--- src/rtl/sensor_conditioner.sv ---
// Input conditioning for the irrigation controller: synchronises the raw field
// pins, debounces them on a slow sample strobe, and emits one-cycle edge pulses.
module sensor_conditioner #(
  parameter int DIV = 50000,
  parameter int DEB = 8
) (
  input  logic       Clk,
  input  logic       Rst,
  input  logic [4:0] Raw,
  output logic [4:0] Lvl,
  output logic [4:0] Rise,
  output logic [4:0] Fall,
  output logic       Ready,
  output logic       Tick
);

  localparam int PW = $clog2(DIV);
  localparam int CW = $clog2(DEB);
  localparam logic [PW-1:0] PC_MAX  = PW'(DIV - 1);
  localparam logic [CW-1:0] CNT_MAX = CW'(DEB - 1);
  localparam logic [7:0]    RC_MAX  = 8'(DEB - 1);

  function automatic logic [7:0] satInc8(input logic [7:0] v);
    return (v == 8'hFF) ? v : v + 8'd1;
  endfunction

  logic [4:0]    rawSync_p0;
  logic [4:0]    rawSync_p1;
  logic          armed;
  logic [PW-1:0] pc;
  logic [CW-1:0] cnt [5];
  logic [7:0]    rc;
  logic [4:0]    flip;

  // Stage p0/p1: two-flop synchroniser on the asynchronous pins
  always_ff @(posedge Clk or negedge Rst) begin
    if (!Rst) begin
      rawSync_p0 <= '0;
      rawSync_p1 <= '0;
    end else begin
      rawSync_p0 <= Raw;
      rawSync_p1 <= rawSync_p0;
    end
  end

  // The first edge after release only arms the prescaler, so the first strobe
  // period lines up with the synchroniser having filled.
  always_ff @(posedge Clk or negedge Rst) begin
    if (!Rst) begin
      armed <= 1'b0;
      pc    <= '0;
    end else begin
      armed <= 1'b1;
      if (armed) pc <= (pc == PC_MAX) ? '0 : pc + 1'b1;
    end
  end

  assign Tick = (pc == PC_MAX);

  always_comb begin
    flip = '0;
    for (int i = 0; i < 5; i++)
      flip[i] = Tick && (rawSync_p1[i] != Lvl[i]) && (cnt[i] == CNT_MAX);
  end

  // Debounce: DEB consecutive differing samples accept the new level
  always_ff @(posedge Clk or negedge Rst) begin
    if (!Rst) begin
      for (int i = 0; i < 5; i++) cnt[i] <= '0;
      Lvl <= '0;
    end else if (Tick) begin
      for (int i = 0; i < 5; i++) begin
        if (rawSync_p1[i] == Lvl[i] || cnt[i] == CNT_MAX) cnt[i] <= '0;
        else                                               cnt[i] <= cnt[i] + 1'b1;
      end
      Lvl <= Lvl ^ flip;
    end
  end

  // Pulses use the pre-edge Ready, so a change on the qualifying tick is silent
  always_ff @(posedge Clk or negedge Rst) begin
    if (!Rst) begin
      Rise <= '0;
      Fall <= '0;
    end else begin
      Rise <= Ready ? (flip & ~Lvl) : '0;
      Fall <= Ready ? (flip & Lvl)  : '0;
    end
  end

  always_ff @(posedge Clk or negedge Rst) begin
    if (!Rst) begin
      rc    <= '0;
      Ready <= 1'b0;
    end else if (Tick) begin
      rc <= satInc8(rc);
      if (rc == RC_MAX) Ready <= 1'b1;
    end
  end

endmodule

--- config.mk ---
export PLATFORM = sky130hd
export DESIGN_NAME = sensor_conditioner
export DESIGN_NICKNAME = d
export VERILOG_FILES = /design/src/rtl/sensor_conditioner.sv
export SDC_FILE = /design/constraint.sdc
export NUM_CORES = 1
export LEC_CHECK = 0
export ABC_AREA = 1
export CORE_UTILIZATION = 61
export DETAILED_ROUTE_END_ITERATION = 10
export GPL_ROUTABILITY_DRIVEN = 0
export PLACE_DENSITY = 0.86
export SLEW_MARGIN = 20
export SYNTH_ARGS = -nofsm -noshare
export SYNTH_HDL_FRONTEND = slang
export SYNTH_SLANG_ARGS = --single-unit
--- constraint.sdc ---
create_clock -name Clk -period 2.9 [get_ports Clk]
set_input_delay 0.435 -clock Clk [delete_from_list [all_inputs] [get_ports Clk]]
set_output_delay 0.435 -clock Clk [all_outputs]
set_load 0.005 [all_outputs]
==> results of run 1 <==
## cell type report
cell class                 count  area share, %
clock buffer                  11          3.441
sequential                    66          43.26
timing repair buffer          26          6.490
inverter                      52          5.113
clock inverter                 5          1.442
tap                           70          2.294
multi-input combinational    256          37.95
## synth_stat cells, types with 2 or more instances
library cell / number
inv_1: 47
nand2_2: 5
nor3b_2: 5
nor2_4: 3
buf_6: 4
xor2_1: 7
nand3b_1: 6
nand2_1: 109
a21oi_1: 3
nor2_1: 30
inv_2: 5
nor2_2: 2
o21ai_1: 6
ha_1: 22
nand4_1: 3
o21ai_0: 5
dfrtp_1: 66
buf_2: 2
xnor2_1: 5
nand3_1: 34
## flip-flops by register name (all words and copies together), names as in the netlist, 5 cells and up
signal	flops
pc	16
Rise	5
cnt	15
rawSync_p0	5
Fall	5
Lvl	5
rawSync_p1	5
rc	8
## worst max-delay path, cell delays in order, from the launching register on
cell	delay, ps
dfrtp_1	400
ha_1	240
nand3_1	100
nor2_1	190
nand2_2	100
inv_1	60
clkdlybuf4s50_1	480
## path summary, 6_finish.rpt
kind	from	endpoint	cells past startpoint
setup / recovery	pc[0]	Tick	6
hold / removal	Rst	Lvl[1]	1
setup reg to reg	pc[0]	Lvl[4]	8
hold reg to reg	rawSync_p0[0]	rawSync_p1[0]	0
max in group asynchronous	Rst	Fall[3]	2
min in group Clk	rawSync_p0[0]	rawSync_p1[0]	0
## metrics by stage
step | area (µm²) | setup slack [ps] | power (mW)
after floorplan | 3354 | 1214 | 1.180
after global placement | 3631 | 999.6 | 1.235
after detailed placement | 3631 | 953.9 | 1.247
after CTS | 3817 | 555.6 | 1.982
after global routing | 3817 | 464.2 | 2.048
final | 3817 | 557.8 | 1.972
## cells by family (layout without fill, tap and decap cells)
group	after synthesis	in the layout	share of synthesized area [%]
and+or+nand+nor	203	203	28.76
other	1	1	0.1118
DFF	66	66	49.24
xor gates and xnor gates	12	12	3.133
buffers and inverters	59	94	7.572
AOI/OAI and AO/OA	18	18	2.984
adders and majority gates	22	22	8.206
## power groups by stage
stage | clock [mW] | combinational (mW) | sequential, mW
floorplan | 0 | 0.154 | 1.03
global placement | 0 | 0.200 | 1.03
detailed placement | 0 | 0.208 | 1.04
CTS | 0.749 | 0.212 | 1.02
global route | 0.782 | 0.236 | 1.03
finish | 0.739 | 0.209 | 1.02
## routing by layer
metal,vias up,share of wire [%]
met2,42,50
met1,1190,45
met3,8,3.3
met5,-,0
met4,0,1.8
li1,1244,-
==> summary.md, run 1 <==
| Metric | Value |
|---|---|
| Run status | finished clean |
| Height of the die | 76.16 µm |
| Type of origin of the critical path | flip-flop |
| Total gr overflow | 0 |
| FFs w/ async S/R, synth | 100.0% |
| Worst Max-Slew Pin Slew | 625.3 ps |
| # DRC | 0 |
| CP Data Required Time | 2470 ps |
| Sequential cell area | 1652 µm² |
| FILL cells | 360 |
| Die width | 76.16 µm |
| Total of warnings raised by yosys | 0 |
| Synthesized net count | 410 |
| Max Buffers Root-to-Sink | 2 |
| Row count | 26 |
| Crit path arrival time | 1910 ps |
| Initial antenna violation count | 0 |
| Dpl hpwl | 4140 µm |
| Most frequent cells in the layout | 109 x nand2_1, 66 x dfrtp_1, 47 x inv_1, 34 x nand3_1, 30 x nor2_1 |
| Max Cap Viol | 0 |
| Routed Antenna Nets | 0 |
| Die Area | 5800 µm² |
| Area Overhead vs Synth | 13.80% |
| First-pass GRT wire length | 10410 µm |
| I/O Pins | 24 |
| Initial drt markers | 145 |
| GR peak layer | met2 |
| Post-synthesis sequential area ratio | 49.24% |
| Cell accounting for the most synthesized area | dfrtp_1 |
| Mean Syn Cell Area | 8.804 µm² |
| Gate Count Post-Synth | 381 |
| Combinational Power Share | 10.6% |
| Static leakage | 2.090 nW |
| Final wirelength | 5894 µm |
| Post-synth EDFFs | 0 |
| Fmax | 427.0 MHz |
| Vias | 2484 |
| Vias in the first global route | 2420 |
| PostCTS Resize Cnt | 0 |
| Final setup viols | 0 |
| Share of the synthesized area in the top cell type | 49.24% |
| Starting Density | 64.45% |
| Final Hold Viols | 0 |
| Placed insts | 470 |
| Clock transition at path regs | 70 ps |
| TritonCTS clock tree | yes |
| GRT Overall Usage | 22.92% |
| Clock share of power | 37.5% |
| Crit path kind | reg2out |
| Commonest non-fill, non-tap cell in the layout | nand2_1 |
| Core Box Area | 5205 µm² |
| RSZ-0062 raised after global routing | false |
| Synthesized area | 3354 µm² |
| # diodes | 0 |
| Setup bufs post-CTS | 0 |
| Hold_ws | 101.3 ps |
| Layout Nets | 440 |
| Sw Share | 27.38% |
| Internal reg-to-reg setup slack | 900 ps |
| DR pass1 iterations | 4 |
| WL/cell | 12.13 µm |
| Multi-input logic area | 1449 µm² |
| #FFs+latches synth | 66 |
| Netlist cell types | 32 |
| Clk sink count | 66 |
| H-Tree Depth | 3 |
| Root buffer cell | clkbuf_8 |
| Layout Skew | 8.556 ps |
| IO buf count | 23 |
| Top_reg_cell synth | dfrtp_1 |
| Hold Crit Class | in2async |
| Fin crit share | 80.77% |
| Pwr/cell area | 516.6 nW/µm² |
| Final Non-Filler Cells | 486 |
| Hold buffer count at CTS | 0 |
| Crit. End Element | primary output |
| Worst vdd ir | 0.3955 mV |
| DR vias/cell | 5.111 |
| Latest clock arrival within the worst-skew pair | 340 ps |
| Max Slew Vio Count | 0 |
| Finished Core Util | 73.34% |
| Register share of total power | 51.9% |
| Met2 Usage GRT | 38.82% |
| Layout cells sized above 1 | 10.34% |
| Power Internal | 1.432 mW |
| Peak fanout along the critical path | 4 |
| Final setup TNS | 0 ps |
| Post-layout min period | 2342 ps |
| GRT met3 Usage | 3.593% |
| M1 GR Usage | 28.45% |
| Net Sw Power | 0.5400 mW |
| Ranking of synthesized cells by area | dfrtp_1 49%, nand2_1 12%, ha_1 8.2%, inv_1 5.3%, nand3_1 5.1% |
| Largest net degree at the start of global routing | 33 |
| Worst slew margin | 58.32% |
| CTS Buf Count | 9 |
No activity file was read; power rests on OpenSTA's default activity.
==> run 2: changes to the inputs <==
--- a/config.mk
+++ b/config.mk
@@ -6,10 +6,10 @@
 export NUM_CORES = 1
 export LEC_CHECK = 0
 export ABC_AREA = 1
-export CORE_UTILIZATION = 61
+export CORE_UTILIZATION = 53
 export DETAILED_ROUTE_END_ITERATION = 10
 export GPL_ROUTABILITY_DRIVEN = 0
-export PLACE_DENSITY = 0.86
+export PLACE_DENSITY = 0.8
 export SLEW_MARGIN = 20
 export SYNTH_ARGS = -nofsm -noshare
 export SYNTH_HDL_FRONTEND = slang
==> constraint.sdc (replaced) <==
create_clock -name Clk -period 1.9 [get_ports Clk]
set_input_delay 0.285 -clock Clk [delete_from_list [all_inputs] [get_ports Clk]]
set_output_delay 0.285 -clock Clk [all_outputs]
set_load 0.005 [all_outputs]
==> summary.md, run 2 (synthesis gave the netlist of run 1 again) <==
| Metric | Value |
|---|---|
| Placed insts | 480 (+2.1%) |
| Hold_ws | 347.4 ps (+246.2 ps) |
| Total gr overflow | 0 (unchanged) |
| Initial antenna violation count | 0 (unchanged) |
| Worst r2r src | pc[1] |
| Vias | 2563 (+3.2%) |
| Crit path kind | reg2reg |
| Final setup viols | 0 (unchanged) |
| Worst hold start | rawSync_p0[4] |
| Final Hold Viols | 0 (unchanged) |
| Die Area | 6651 µm² (+15%) |
| Clock share of power | 36.0% (-1.5 points) |
| # diodes | 0 (unchanged) |
| I/O Pins | 24 (unchanged) |
| H-Tree Depth | 3 (unchanged) |
| Most frequent cells in the layout | 108 x nand2_1, 66 x dfrtp_1, 47 x inv_1, 33 x nand3_1, 29 x nor2_1 |
| Area Overhead vs Synth | 20.70% |
| Final setup TNS | 0 ps (unchanged) |
| Worst slew margin | 66.05% (+7.7 points) |
| Commonest non-fill, non-tap cell in the layout | nand2_1 |
| Fmax | 546.4 MHz |
| Critical Path Source | pc[1] |
| Row count | 28 (+7.7%) |
| Starting Density | 55.67% (-8.8 points) |
| Hold Crit Class | reg2reg |
| Max Buffers Root-to-Sink | 2 (unchanged) |
| Root buffer cell | clkbuf_8 |
| Max Cap Viol | 0 (unchanged) |
| Largest Register | pc |
| Max FFs per register | 16 (unchanged) |
| CTS Buf Count | 9 (unchanged) |
| Height of the die | 81.56 µm (+7.1%) |
| Met2 wire len | 3195 µm (+7.8%) |
| WL/cell | 12.64 µm (+4.2%) |
| Final Non-Filler Cells | 508 (+4.5%) |
| Fin crit share | 96.32% |
| Post-layout min period | 1830 ps |
| Initial drt markers | 155 (+6.9%) |
| Net Sw Power | 0.8789 mW (+63%) |
| Top Registers | pc: 16 flops, cnt: 15 flops, rc: 8 flops |
| Routed Antenna Nets | 0 (unchanged) |
| Met1 wire length | 2884 µm (+9.8%) |
| Max Slew Vio Count | 0 (unchanged) |
| Dpl hpwl | 4264 µm (+3.0%) |
| Static leakage | 2.241 nW (+7.2%) |
| Die width | 81.56 µm (+7.1%) |
| Final wirelength | 6419 µm (+8.9%) |
| GRT Overall Usage | 21.25% (-1.7 points) |
| DR vias/cell | 5.045 (-1.3%) |
| DR pass1 iterations | 4 (unchanged) |
| TritonCTS clock tree | yes |
| Combinational Power Share | 14.3% (+3.7 points) |
| Largest net degree at the start of global routing | 41 (+24%) |
| Sw Share | 28.06% (+0.68 points) |
| Crit path arrival time | 2100 ps (+190 ps) |
| Vias in the first global route | 2483 (+2.6%) |
| CP Data Required Time | 2170 ps (-300 ps) |
| Type of origin of the critical path | flip-flop |
| Worst vdd ir | 0.4598 mV (+16%) |
| # DRC | 0 (unchanged) |
| WL met3 | 269 µm (+39%) |
| Power Internal | 2.253 mW (+57%) |
| Latest clock arrival within the worst-skew pair | 330 ps (about the same) |
| Layout Nets | 458 (+4.1%) |
| IO buf count | 23 (unchanged) |
| Max layer used | met4 |
| Core Box Area | 6026 µm² (+16%) |
| Pwr/cell area | 773.5 nW/µm² (+50%) |
| Layout Skew | 8.133 ps (-0.4236 ps) |
| Finished Core Util | 67.19% (-6.1 points) |
| Run status | finished clean |
| Crit. End Element | flip-flop |
| Layout cells sized above 1 | 14.78% (+4.4 points) |
| Register share of total power | 49.7% (-2.2 points) |
| Peak fanout along the critical path | 12 (+8) |
| Clk sink count | 66 (unchanged) |
| Clock transition at path regs | 70 ps (about the same) |
| First-pass GRT wire length | 10670 µm (+2.6%) |
| Worst Max-Slew Pin Slew | 509.2 ps (-116.1 ps) |
## run 2: final cells by class
| type | count | area [µm²] |
|---|---|---|
| multi-input cells | 256 | 1490 |
| well taps | 75 | 93.84 |
| inverters | 52 | 195.2 |
| clock inverters | 5 | 56.30 |
| flip-flops and latches | 66 | 1652 |
| fillers | 476 | 1977 |
| clock buffers | 10 | 127.6 |
| repair buffers | 44 | 434.2 |
## run 2: path summary, 6_finish.rpt
check                                      to  slack [ps]  cells after the start
worst min register to register  rawSync_p1[4]         350                      0
worst max register to register         Lvl[2]          70                      9
worst max-delay path                   Lvl[2]          70                      9
min in group asynchronous       rawSync_p0[3]         490                      3
max in group asynchronous               pc[2]         980                      3
worst min-delay path            rawSync_p1[4]         350                      0
## run 2: power by group through the flow
stage                     logic [mW]  registers, mW  clock network, mW
after global placement         0.318           1.58                  0
after detailed placement       0.333           1.58                  0
final                          0.447           1.56               1.13
after global routing           0.501           1.57               1.20
after CTS                      0.413           1.55               1.15
after floorplan                0.236           1.57                  0
## run 2: through the flow
step	setup slack, ps	power (mW)	instance area [µm²]
final	69.87	3.132	4049
after global routing	-18.05	3.268	4049
after global placement	173.8	1.896	3700
after detailed placement	85.68	1.917	3700
after CTS	81.34	3.107	3965
after floorplan	213.9	1.801	3354
## run 2: metal layers
metal | vias to the layer above | global-route usage [%]
met5 | - | 0
met3 | 8 | 5.333
li1 | 1281 | -
met4 | 0 | 11.07
met1 | 1223 | 25.16
met2 | 51 | 35.50
## run 2: worst max-delay path, stage by stage, from the launching register on
cell,delay [ps]
dfrtp_1,360
ha_2,190
nand3_2,90
nor2_4,140
nand2_2,80
buf_6,140
buf_12,140
nor3b_2,200
ha_1,270
o21ai_1,130
## run 2: timing repair
action	CTS	global route
setup endpoints to repair	1	5
pin swaps	5	8
setup buffers	8	3
endpoints found under the hold margin	26	0
gates resized for setup	5	7
hold buffers	1	0
cloned	0	1
==> run 3: changes to the inputs <==
--- a/config.mk
+++ b/config.mk
@@ -7,9 +7,11 @@
 export LEC_CHECK = 0
 export ABC_AREA = 1
 export CORE_UTILIZATION = 53
+export CTS_CLUSTER_SIZE = 10
 export DETAILED_ROUTE_END_ITERATION = 10
 export GPL_ROUTABILITY_DRIVEN = 0
-export PLACE_DENSITY = 0.8
+export MAX_ROUTING_LAYER = met4
+export PLACE_DENSITY = 0.74
 export SLEW_MARGIN = 20
 export SYNTH_ARGS = -nofsm -noshare
 export SYNTH_HDL_FRONTEND = slang
==> summary.md, run 3 (synthesis gave the netlist of run 1 again) <==
| Metric | Value |
|---|---|
| Final setup viols | 0 (unchanged) |
| Most frequent cells in the layout | 108 x nand2_1, 66 x dfrtp_1, 47 x inv_1, 34 x nand3_1, 28 x nor2_1 |
| Multi-input logic area | 1471 µm² (-1.3%) |
| Hold Crit Class | reg2reg |
| Worst r2r src | pc[8] |
| Max FFs per register | 16 (unchanged) |
| Crit path kind | reg2reg |
| Run status | finished clean |
| I/O Pins | 24 (unchanged) |
| DR vias/cell | 5.002 (-0.86%) |
| CP Data Required Time | 2170 ps (about the same) |
| Finished Cell Area | 4021 µm² (-0.68%) |
| Post-DP Area | 3707 µm² (+0.20%) |
| Vias in the first global route | 2563 (+3.2%) |
| Worst hold start | rawSync_p0[0] |
| Reg-to-Reg End | Lvl[3] |
| CP Capture Point | Lvl[3] |
| Area Overhead vs Synth | 19.88% |
| Internal reg-to-reg setup slack | 90 ps (+20 ps) |
| TritonCTS clock tree | yes |
| Crit path arrival time | 2080 ps (-20 ps) |
| Vias | 2536 (-1.1%) |
| Root buffer cell | clkbuf_8 |
| Pwr Total | 3.213 mW (+2.6%) |
| Core Box Area | 6026 µm² (unchanged) |
| Crit. End Element | flip-flop |
| Type of origin of the critical path | flip-flop |
| Critical Path Source | pc[8] |
| Static leakage | 2.223 nW (-0.79%) |
| WP buf/inv | 3 (+1) |
| CP delay by family, top | simple AND/OR/NAND/NOR gates |
| Commonest non-fill, non-tap cell in the layout | nand2_1 |
| Worst vdd ir | 0.6883 mV (+50%) |
| Final setup TNS | 0 ps (unchanged) |
| IO buf count | 23 (unchanged) |
| Max Cap Viol | 0 (unchanged) |
| Largest net degree at the start of global routing | 67 (+63%) |
| Initial drt markers | 196 (+26%) |
| R2R cell count | 10 (+1) |
| Fmax | 553.1 MHz (+1.2%) |
| # DRC | 0 (unchanged) |
| Final Hold Viols | 0 (unchanged) |
| Worst Hold Depth | 0 (unchanged) |
| Initial antenna violation count | 0 (unchanged) |
| H-Tree Depth | 3 (unchanged) |
| Layout Skew | 6.177 ps (-1.956 ps) |
| Final Non-Filler Cells | 507 (-0.20%) |
| CTS Buf Count | 9 (unchanged) |
| First-pass GRT wire length | 10780 µm (+1.0%) |
| Peak fanout along the critical path | 23 (+11) |
| Sequential cell area | 1652 µm² (unchanged) |
| Max Slew Vio Count | 0 (unchanged) |
| Max Buffers Root-to-Sink | 2 (unchanged) |
| Placed insts | 481 (+0.21%) |
| WL/cell | 12.14 µm (-3.9%) |
| Top Registers | pc: 16 flops, cnt: 15 flops, rc: 8 flops |
| FILL cells | 468 (-1.7%) |
| RSZ-0062 raised after global routing | true |
| Latest clock arrival within the worst-skew pair | 340 ps (about the same) |
| Post-layout min period | 1808 ps (-22.06 ps) |
| CP Depth | 10 (+1) |
| Largest Register | pc |
| DR pass1 iterations | 4 (unchanged) |
| Cell mode on critical path | nand2_2 |
| Fin crit share | 95.16% (-1.2 points) |
| Delay of the slowest cell on the worst path | 390 ps (+30 ps) |
| Clk sink count | 66 (unchanged) |
| Pwr/cell area | 799.1 nW/µm² (+3.3%) |
| Total gr overflow | 0 (unchanged) |
| Row count | 28 (unchanged) |
| GRT Overall Usage | 22.44% (+1.2 points) |
| Layout Nets | 456 (-0.44%) |
| Die width | 81.56 µm (unchanged) |
| Die Area | 6651 µm² (unchanged) |
| Final wirelength | 6157 µm (-4.1%) |
| Crit path cell chain | nand2_1 -> inv_2 -> nand2_2 -> nor2_4 -> nand2_2 -> buf_4 -> buf_12 -> nor3b_2 -> ha_1 -> o21ai_1 |
| Critical Path Slowest Stage Cell | dfrtp_1 |
| Dpl hpwl | 4037 µm (-5.3%) |
| Height of the die | 81.56 µm (unchanged) |
| Starting Density | 55.67% (unchanged) |
| # diodes | 0 (unchanged) |
| Layout cells sized above 1 | 14.58% (-0.20 points) |
| Clock transition at path regs | 70 ps (about the same) |
| Routed Antenna Nets | 0 (unchanged) |
-- run 3: cell count changes in the layout (fill, tap and decap cells not counted), moves of 2 or more --
cell | previous run | this run
buf_6 | 2 | 0
clkbuf_8 | 9 | 12
clkinv_2 | 2 | 0
nor2_2 | 1 | 4
nor2_4 | 5 | 3
-- run 3: report_power, final --
part           leakage, nW  internal (mW)  total (mW)  switching [mW]
Sequential           0.882           1.48        1.54          0.0676
Clock                0.106          0.717        1.24           0.525
Combinational         1.23          0.178       0.429           0.251
-- run 3: layout make-up --
cell class,instances,area share (%)
timing repair buffer,42,9.801
inverter,52,4.854
multi-input combinational,256,36.59
tap,75,2.334
sequential,66,41.07
clock inverter,3,1.151
clock buffer,13,4.200
-- run 3: what timing repair did --
action	CTS	global route
buffers inserted	9	0
hold endpoints to repair	66	0
hold buffers	1	0
gates resized for setup	5	2
endpoints found under the setup margin	1	4
pin swaps	2	0
-- run 3: through the flow --
| stage | hold WS [ps] | utilization [%] | setup WS (ps) |
|---|---|---|---|
| after floorplan | -10.59 | - | 213.9 |
| after global placement | 328.5 | 61.52 | 174.8 |
| after detailed placement | 331.3 | 61.52 | 92.24 |
| after CTS | 352.1 | 66.53 | 100.2 |
| after global routing | 354.0 | 66.74 | -17.03 |
| final | 350.8 | 66.74 | 91.93 |
-- run 3: worst min path at each step --
stage                         end  slack, ps
floorplan                 Fall[0]        -10
global placement          Rise[0]        330
detailed placement        Rise[1]        330
CTS                 rawSync_p1[0]        350
global route        rawSync_p1[0]        350
finish              rawSync_p1[0]        350
-- run 3: worst register-to-register path: cells and delay by family (launching register included) --
kind,cells,cell delay (ps)
buffers and inverters,3,380
adders and majority gates,1,270
DFF,1,390
AOI/OAI and AO/OA,1,130
and+or+nand+nor,5,590
-- run 3: routing by layer --
layer	up-vias	part of all wire (%)	global-route usage, %
met2	44	50	37.75
met4	0	1.9	11.61
met3	13	3.5	4.333
li1	1279	-	-
met5	-	0	-
met1	1200	45	25.34
